===== config.mk =====
export PLATFORM = sky130hd
export DESIGN_NAME = mw8080_input_cond
export DESIGN_NICKNAME = d
export VERILOG_FILES = /design/src/rtl/mw8080_input_pkg.sv /design/src/rtl/mw8080_debounce.sv /design/src/rtl/mw8080_input_cond.sv
export SDC_FILE = /design/constraint.sdc
export NUM_CORES = 1
export LEC_CHECK = 0
export BUFFER_PORTS_ARGS = -buffer_cell sky130_fd_sc_hd__buf_4
export CORE_MARGIN = 3
export CORE_UTILIZATION = 47
export DETAILED_ROUTE_END_ITERATION = 8
export PLACE_DENSITY = 0.62
export SYNTH_ARGS = -nofsm -noshare
export SYNTH_HDL_FRONTEND = slang
export SYNTH_SLANG_ARGS = --single-unit

===== constraint.sdc =====
create_clock -name Clk -period 2.55 [get_ports Clk]
set_clock_uncertainty 0.1 [all_clocks]
set_input_delay 0.255 -clock Clk [delete_from_list [all_inputs] [get_ports Clk]]
set_output_delay 0.255 -clock Clk [all_outputs]
set_load 0.1 [all_outputs]

===== src/rtl/mw8080_input_pkg.sv =====
// Shared types and sizing helpers for the Midway 8080 input conditioning stage.
package mw8080_input_pkg;

  typedef enum logic [1:0] {
    IDLE  = 2'd0,
    PULSE = 2'd1,
    GAP   = 2'd2
  } coin_state_t;

  // Frame counters are 4 bits wide, so frame-count parameters may go up to 15.
  localparam int FRAME_CNT_W = 4;

  function automatic int db_width(input int len);
    return (len <= 2) ? 1 : $clog2(len);
  endfunction

endpackage


===== src/rtl/mw8080_debounce.sv =====
// One-bit debouncer: the output follows the synchronised input only after it has differed for DB_LEN cycles.
module mw8080_debounce
  import mw8080_input_pkg::*;
#(
  parameter int DB_LEN = 64
) (
  input  logic clk,
  input  logic rst,
  input  logic din,
  output logic dout
);

  localparam int CW = db_width(DB_LEN);
  localparam logic [CW-1:0] CNT_MAX = CW'(DB_LEN - 1);

  logic [CW-1:0] cnt;

  always_ff @(posedge clk or posedge rst) begin
    if (rst) begin
      cnt  <= '0;
      dout <= 1'b0;
    end else if (din == dout) begin
      cnt <= '0;
    end else if (cnt == CNT_MAX) begin
      dout <= din;
      cnt  <= '0;
    end else begin
      cnt <= cnt + 1'b1;
    end
  end

endmodule


===== src/rtl/mw8080_input_cond.sv =====
// Input conditioning for the Midway/Taito 8080 cores: sync, debounce, coin pulse stretching, active-low drive.
// Optional autofire on Fire is compiled in with the MW8080_AUTOFIRE_EN macro.
module mw8080_input_cond
  import mw8080_input_pkg::*;
#(
  parameter int DB_LEN          = 64,
  parameter int COIN_FRAMES     = 3,
  parameter int COIN_GAP_FRAMES = 4,
  parameter int AF_FRAMES       = 4
) (
  input  logic Clk,
  input  logic Reset,
  input  logic VSync,
  input  logic Coin_in,
  input  logic Start1_in,
  input  logic Start2_in,
  input  logic Fire_in,
  input  logic Left_in,
  input  logic Right_in,
  output logic Coin,
  output logic Sel1Player,
  output logic Sel2Player,
  output logic Fire,
  output logic MoveLeft,
  output logic MoveRight,
  output logic Coin_busy
);

  localparam logic [FRAME_CNT_W-1:0] COIN_LAST = FRAME_CNT_W'(COIN_FRAMES - 1);
  localparam logic [FRAME_CNT_W-1:0] GAP_LAST  = FRAME_CNT_W'(COIN_GAP_FRAMES - 1);

  if (DB_LEN < 2 || COIN_FRAMES < 1 || COIN_FRAMES > 15 || COIN_GAP_FRAMES < 1 ||
      COIN_GAP_FRAMES > 15 || AF_FRAMES < 1 || AF_FRAMES > 15) begin : g_param_check
    $error("mw8080_input_cond: parameter out of range");
  end

  // Bit order: 0 coin, 1 start1, 2 start2, 3 fire, 4 left, 5 right, 6 vsync.
  logic [6:0] raw, sync1, sync2;
  logic       vs_prev, ftick;
  logic [5:0] db;

  assign raw = {VSync, Right_in, Left_in, Fire_in, Start2_in, Start1_in, Coin_in};

  always_ff @(posedge Clk or posedge Reset) begin
    if (Reset) begin
      sync1   <= '0;
      sync2   <= '0;
      vs_prev <= 1'b0;
      ftick   <= 1'b0;
    end else begin
      sync1   <= raw;
      sync2   <= sync1;
      vs_prev <= sync2[6];
      ftick   <= sync2[6] & ~vs_prev;
    end
  end

  for (genvar i = 0; i < 6; i++) begin : g_db
    mw8080_debounce #(.DB_LEN(DB_LEN)) u_db (
      .clk  (Clk),
      .rst  (Reset),
      .din  (sync2[i]),
      .dout (db[i])
    );
  end

  always_ff @(posedge Clk or posedge Reset) begin
    if (Reset) begin
      Sel1Player <= 1'b1;
      Sel2Player <= 1'b1;
      MoveLeft   <= 1'b1;
      MoveRight  <= 1'b1;
    end else begin
      Sel1Player <= ~db[1];
      Sel2Player <= ~db[2];
      MoveLeft   <= ~(db[4] & ~db[5]);
      MoveRight  <= ~(db[5] & ~db[4]);
    end
  end

`ifdef MW8080_AUTOFIRE_EN
  localparam logic [FRAME_CNT_W-1:0] AF_LAST = FRAME_CNT_W'(AF_FRAMES - 1);

  logic [FRAME_CNT_W-1:0] af_cnt;
  logic                   af_on;

  always_ff @(posedge Clk or posedge Reset) begin
    if (Reset) begin
      af_cnt <= '0;
      af_on  <= 1'b1;
      Fire   <= 1'b1;
    end else if (!db[3]) begin
      af_cnt <= '0;
      af_on  <= 1'b1;
      Fire   <= 1'b1;
    end else begin
      Fire <= ~af_on;
      if (ftick) begin
        if (af_cnt == AF_LAST) begin
          af_cnt <= '0;
          af_on  <= ~af_on;
        end else begin
          af_cnt <= af_cnt + 1'b1;
        end
      end
    end
  end
`else
  always_ff @(posedge Clk or posedge Reset) begin
    if (Reset) Fire <= 1'b1;
    else       Fire <= ~db[3];
  end
`endif

  // A coin held through reset must be released once before it can start a pulse.
  logic [1:0] sync_ok;
  logic       coin_armed, coin_prev, coin_rise;

  always_ff @(posedge Clk or posedge Reset) begin
    if (Reset) begin
      sync_ok    <= '0;
      coin_armed <= 1'b0;
      coin_prev  <= 1'b0;
      coin_rise  <= 1'b0;
    end else begin
      sync_ok   <= {sync_ok[0], 1'b1};
      if (sync_ok[1] && !sync2[0]) coin_armed <= 1'b1;
      coin_prev <= db[0];
      coin_rise <= db[0] & ~coin_prev & coin_armed;
    end
  end

  coin_state_t            state;
  logic [FRAME_CNT_W-1:0] frame_cnt;

  always_ff @(posedge Clk or posedge Reset) begin
    if (Reset) begin
      state     <= IDLE;
      frame_cnt <= '0;
      Coin      <= 1'b0;
      Coin_busy <= 1'b0;
    end else begin
      case (state)
        IDLE: if (coin_rise) begin
          state     <= PULSE;
          frame_cnt <= '0;
          Coin      <= 1'b1;
          Coin_busy <= 1'b1;
        end
        PULSE: if (ftick) begin
          if (frame_cnt == COIN_LAST) begin
            state     <= GAP;
            frame_cnt <= '0;
            Coin      <= 1'b0;
          end else begin
            frame_cnt <= frame_cnt + 1'b1;
          end
        end
        GAP: if (ftick) begin
          if (frame_cnt == GAP_LAST) begin
            state     <= IDLE;
            frame_cnt <= '0;
            Coin_busy <= 1'b0;
          end else begin
            frame_cnt <= frame_cnt + 1'b1;
          end
        end
        default: begin
          state     <= IDLE;
          frame_cnt <= '0;
          Coin      <= 1'b0;
          Coin_busy <= 1'b0;
        end
      endcase
    end
  end

endmodule


Yosys cells after proc, flatten, opt, wreduce, memory -nomap -nowiden --
Cells that the tools add are included.
Storage, ports and cells: register bits after elaboration 76, input bits 9, output and inout port bits 7, logic and storage cells 123
Cells by class: add/subtract/negate cells 7, eq/ne operators 21, multiplexer cells 31, bitwise logic cells 22, reduce and logical (&&, ||, !) cells 13
Operators by type and width (number):
- $mux 6 | 12
- $add 6x1->6 const B | 6
- $eq 6x6->1 const B | 6
- $mux 4 | 5
- $not 1->1 | 17
- $pmux 4 s3 | 1
- $reduce_and 2->1 | 6
- $mux 2 | 5
- $ne 2x2->1 const B | 5
- $eq 4x2->1 const B | 2
- $reduce_and 4->1 | 2
- $eq 1x1->1 | 6
- $pmux 1 s3 | 2
- $pmux 2 s3 | 1
- $and 1x1->1 | 5
- $mux 1 | 5
- $reduce_and 5->1 | 1
- $add 4x1->4 const B | 1
- $reduce_and 3->1 | 1
- $eq 2x1->1 const B | 1
- $eq 2x2->1 const B | 1
- $logic_not 2->1 | 1
- $logic_and 1x1->1 | 1
- $logic_not 1->1 | 1

Depth between registers and ports, before layout --
word-level depth 4, gate-level depth with buffers 6, mapped depth without buffers 6

Cells and area by module --
From an unflattened synthesis, not the netlist that was laid out.
Unflattened totals: cells, all modules 265, area total of the unflattened synthesis 3150.5 µm²
Modules (own cells, without submodules):
- mw8080_debounce | times used 6, cells each 29, area an instance 315.3 µm², seq. area each 175.2 µm²
- mw8080_input_cond | times used 1, cells each 91, area an instance 1258.7 µm², seq. area each 857.1 µm²

Least setup slack after synthesis --
No wires, ideal clock.
path kind register -> register, from reg state[0], to reg state[0], library setup time 0.125 ns, data arrival time 1.366 ns, data required time 2.325 ns, setup slack 0.958 ns, cell stages (with the launch flop) 7, buffers on the path 0, clock period less this slack 1.592 ns, cell sequence dfrtp_1 inv_1 ha_1 o22ai_2 nand3_1 nor2_2 mux2_4
Between the ends: cells in the longest elaborated chain, start to end 3, elaborated cells on any way between the ends 10, those cells by class eq/ne (7); mux (1); reduce/logical (2)
Ends and longest elaborated chain:
- from (decl) | RTL line mw8080_input_cond.sv:133 | coin_state_t state;
- from (signal assigned) | RTL line mw8080_input_cond.sv:138 | state <= IDLE;
- from (signal assigned) | RTL line mw8080_input_cond.sv:145 | state <= PULSE;
- from (signal assigned) | RTL line mw8080_input_cond.sv:152 | state <= GAP;
- $eq 2x2->1 (tied with other cells) | RTL line mw8080_input_cond.sv:143 | case (state)
- $ne 2x2->1 (no source line)
- $reduce_and 5->1 (no source line)
Several ways; a longest one is shown, not always the timed one. A chain may end at the register's enable or synchronous reset.

Final worst setup path --
Same ends and word-level chain as after synthesis.

==> impl_metrics.ini <==
[status]
outcome = completed

[critical_path]
startpoint = state[0]
timing.rr.end = state[0]
regToRegSetupSlack_ns = 0.84
r2r_start = state[0]
crit_path_start_kind = flop
critPathArrivalTime_ns = 1.83
crit_path_end = state[0]
slowest_stage = dfrtp_1
max_stage_delay_ns = 0.37
critPathMaxFanout = 6
crit_chain = inv_1 > ha_1 > o22ai_2 > nand3_1 > nor2_2 > mux2_4
required_ns = 2.67
worst_setup_path_end_kind = flop
critPathKind = reg2reg
reg2reg_depth = 6

[timing]
timing.final.crit_period_ns = 1.710
finalHoldViolations = 0
fin_crit_sh = 0.6707
maxSlewHeadroom = 0.5855
fmax_mhz = 584.7
worst_pin_slew_ns = 0.6209
layout_setup_ws_ns = 0.8398
setup_viol = 0
finalSetupTns_ns = 0
rsz0062_at_grt = no
hold_ws_ns = 0.2456
slew_viol_final = 0

[global_route]
grt_overflow = 0
grt_start_max_net_pins = 33
grt_pass1_wl_mm = 8.369
grt_pass1_vias = 1891
track_usage = 0.1412
antenna_found_initial = 0

[drt]
ant_nets = 0
wl_per_cell_um = 12.44
via_per_inst = 5.074
drt-pass1-iter-count = 4
drt_iter0_markers = 71
drc = 0
drt_wl_total_mm = 4.679
num_vias = 1908

[cells_and_area]
drive_above_1_share = 0.1706
syn_to_final_growth_pct = 16.14
fin_util = 0.5682
layout.cells.most_common = dfrtp_1
final_nets = 315
final_cell_mix = dfrtp_1, nand3_1, nor2_1, buf_4, a21oi_1
antenna_cells = 0
fin_area_um2 = 3628

[die]
die_x_um = 87.53
fp.dieH_um = 87.53
initial_core_util = 0.4892
io_pins = 16
core_area_um2 = 6386
die_area_um2 = 7662
rows = 29

[yosys]
synth_seq_area_share = 0.6107
postSynth.asyncResetShare = 1.000
synth_warnings = 0
synth_edf_count = 0
avgSynthCellArea_um2 = 12.11
syn_nets = 279
syn_area_um2 = 3124
synth_cells = 258
synthDistinctLibCells = 35
synth.ff_latch_count = 76
ys.flop_type = dfrtp_1

[placement]
gp_congestion = 0.7651
post-dp-hpwl_mm = 3.175
place_ws_ns = 0.8457
place_area_um2 = 3361
numPortBuffers = 15

[min_path]
hp-class = reg2reg

[pwr]
vdd_drop_max_mv = 0.4113
p_per_area_nw_per_um2 = 616.2
p_leak_nw = 1.663

[clock_network]
clk_path_buf_depth = 2
cts_tree = done
htreeDepth = 3
cts.sinks = 76
cts_setup_buffers = 0
clk_pin_slew_worst_paths_ns = 0.08
clk_latency_ns = 0.34
cts_root_buf = clkbuf_8
cts_buffers = 9

[job]
drv_cap = 0
==> per-layer routing <==
layer,part of all wire,vias to the layer above,track usage
li1,-,949,-
met1,0.52,923,0.1902
met2,0.43,30,0.2082
met3,0.037,6,0.04421
met4,0.018,0,0.06834
met5,0,-,0
==> state kept, by name, summed over array words and instances, names as in the netlist <==
name,cells
sync_ok,2
coin_prev,1
coin_armed,1
g_db.u_db.cnt,36
MoveRight,1
frame_cnt,4
Coin,1
coin_rise,1
MoveLeft,1
sync1,7
Coin_busy,1
Sel2Player,1
Sel1Player,1
state,2
sync2,7
vs_prev,1
g_db.u_db.dout,6
Fire,1
ftick,1
==> cells by family (layout without fill, tap and decap cells) <==
kind of cell | after synthesis | in the layout | synth area share
and+or+nand+nor | 91 | 91 | 0.1554
DFF | 76 | 76 | 0.6107
AOI/OAI and AO/OA | 32 | 32 | 0.07209
xor gates and xnor gates | 26 | 26 | 0.07289
buffers and inverters | 14 | 55 | 0.01682
adders and majority gates | 12 | 12 | 0.04806
muxes | 6 | 6 | 0.02282
other | 1 | 1 | 0.001200
==> worst min path at each step <==
stage | startpoint | endpoint | slack, ns | cells after the start
3_5_place_dp | sync1[0] | sync2[0] | 0.23 | 0
3_3_place_gp | sync1[5] | sync2[5] | 0.23 | 0
6_report | sync1[2] | sync2[2] | 0.25 | 0
2_1_floorplan | Coin_in | sync1[0] | 0.19 | 0
4_1_cts | sync1[2] | sync2[2] | 0.25 | 0
5_1_grt | sync1[2] | sync2[2] | 0.26 | 0
==> per-stage QoR <==
stage	total power [W]	cells
global placement	0.001398	352
detailed placement	0.001400	352
finish	0.002236	376
CTS	0.002270	376
global route	0.002338	376
floorplan	0.001360	258
==> area by class of cell <==
| type | count | area, um2 |
|---|---|---|
| multi-input cells | 168 | 1164 |
| clock inverters | 4 | 22.52 |
| inverters | 14 | 52.55 |
| flip-flops and latches | 76 | 1908 |
| clock buffers | 12 | 165.2 |
| fillers | 555 | 2758 |
| well taps | 77 | 96.34 |
| repair buffers | 25 | 220.2 |
==> cells in the mapped netlist, drive strengths merged (3+ instances only) <==
| cell | count | share of area |
|---|---|---|
| a21oi | 15 | 0.024 |
| and3 | 6 | 0.012 |
| dfrtp | 71 | 0.57 |
| dfstp | 5 | 0.042 |
| ha | 12 | 0.048 |
| inv | 14 | 0.017 |
| mux2 | 6 | 0.023 |
| nand2 | 4 | 0.0048 |
| nand2b | 12 | 0.025 |
| nand3 | 26 | 0.042 |
| nand4b | 5 | 0.014 |
| nor2 | 28 | 0.035 |
| nor2b | 6 | 0.012 |
| o21ai | 8 | 0.016 |
| o22ai | 3 | 0.010 |
| xnor2 | 12 | 0.034 |
| xor2 | 14 | 0.039 |
==> where the power goes <==
part | switching [W] | internal (W)
combinational | 0.0000556 | 0.0000510
sequential | 0.0000347 | 0.00124
clock | 0.000424 | 0.000428
total | 0.000514 | 0.00172
==> what timing repair did <==
item,4_1_cts,5_1_grt
hold buffers,8,0
endpoints found under the hold margin,31,0
gates resized for setup,0,0
==> critical path: cells and delay by family, from the launching register on <==
kind            cells  cell delay, ns
flops               1            0.37
mux                 1            0.31
fa+ha+maj           1            0.29
simple gates        2            0.25
compound gates      1            0.18
buf+inv             1            0.09
No activity file was read; power rests on OpenSTA's default activity.
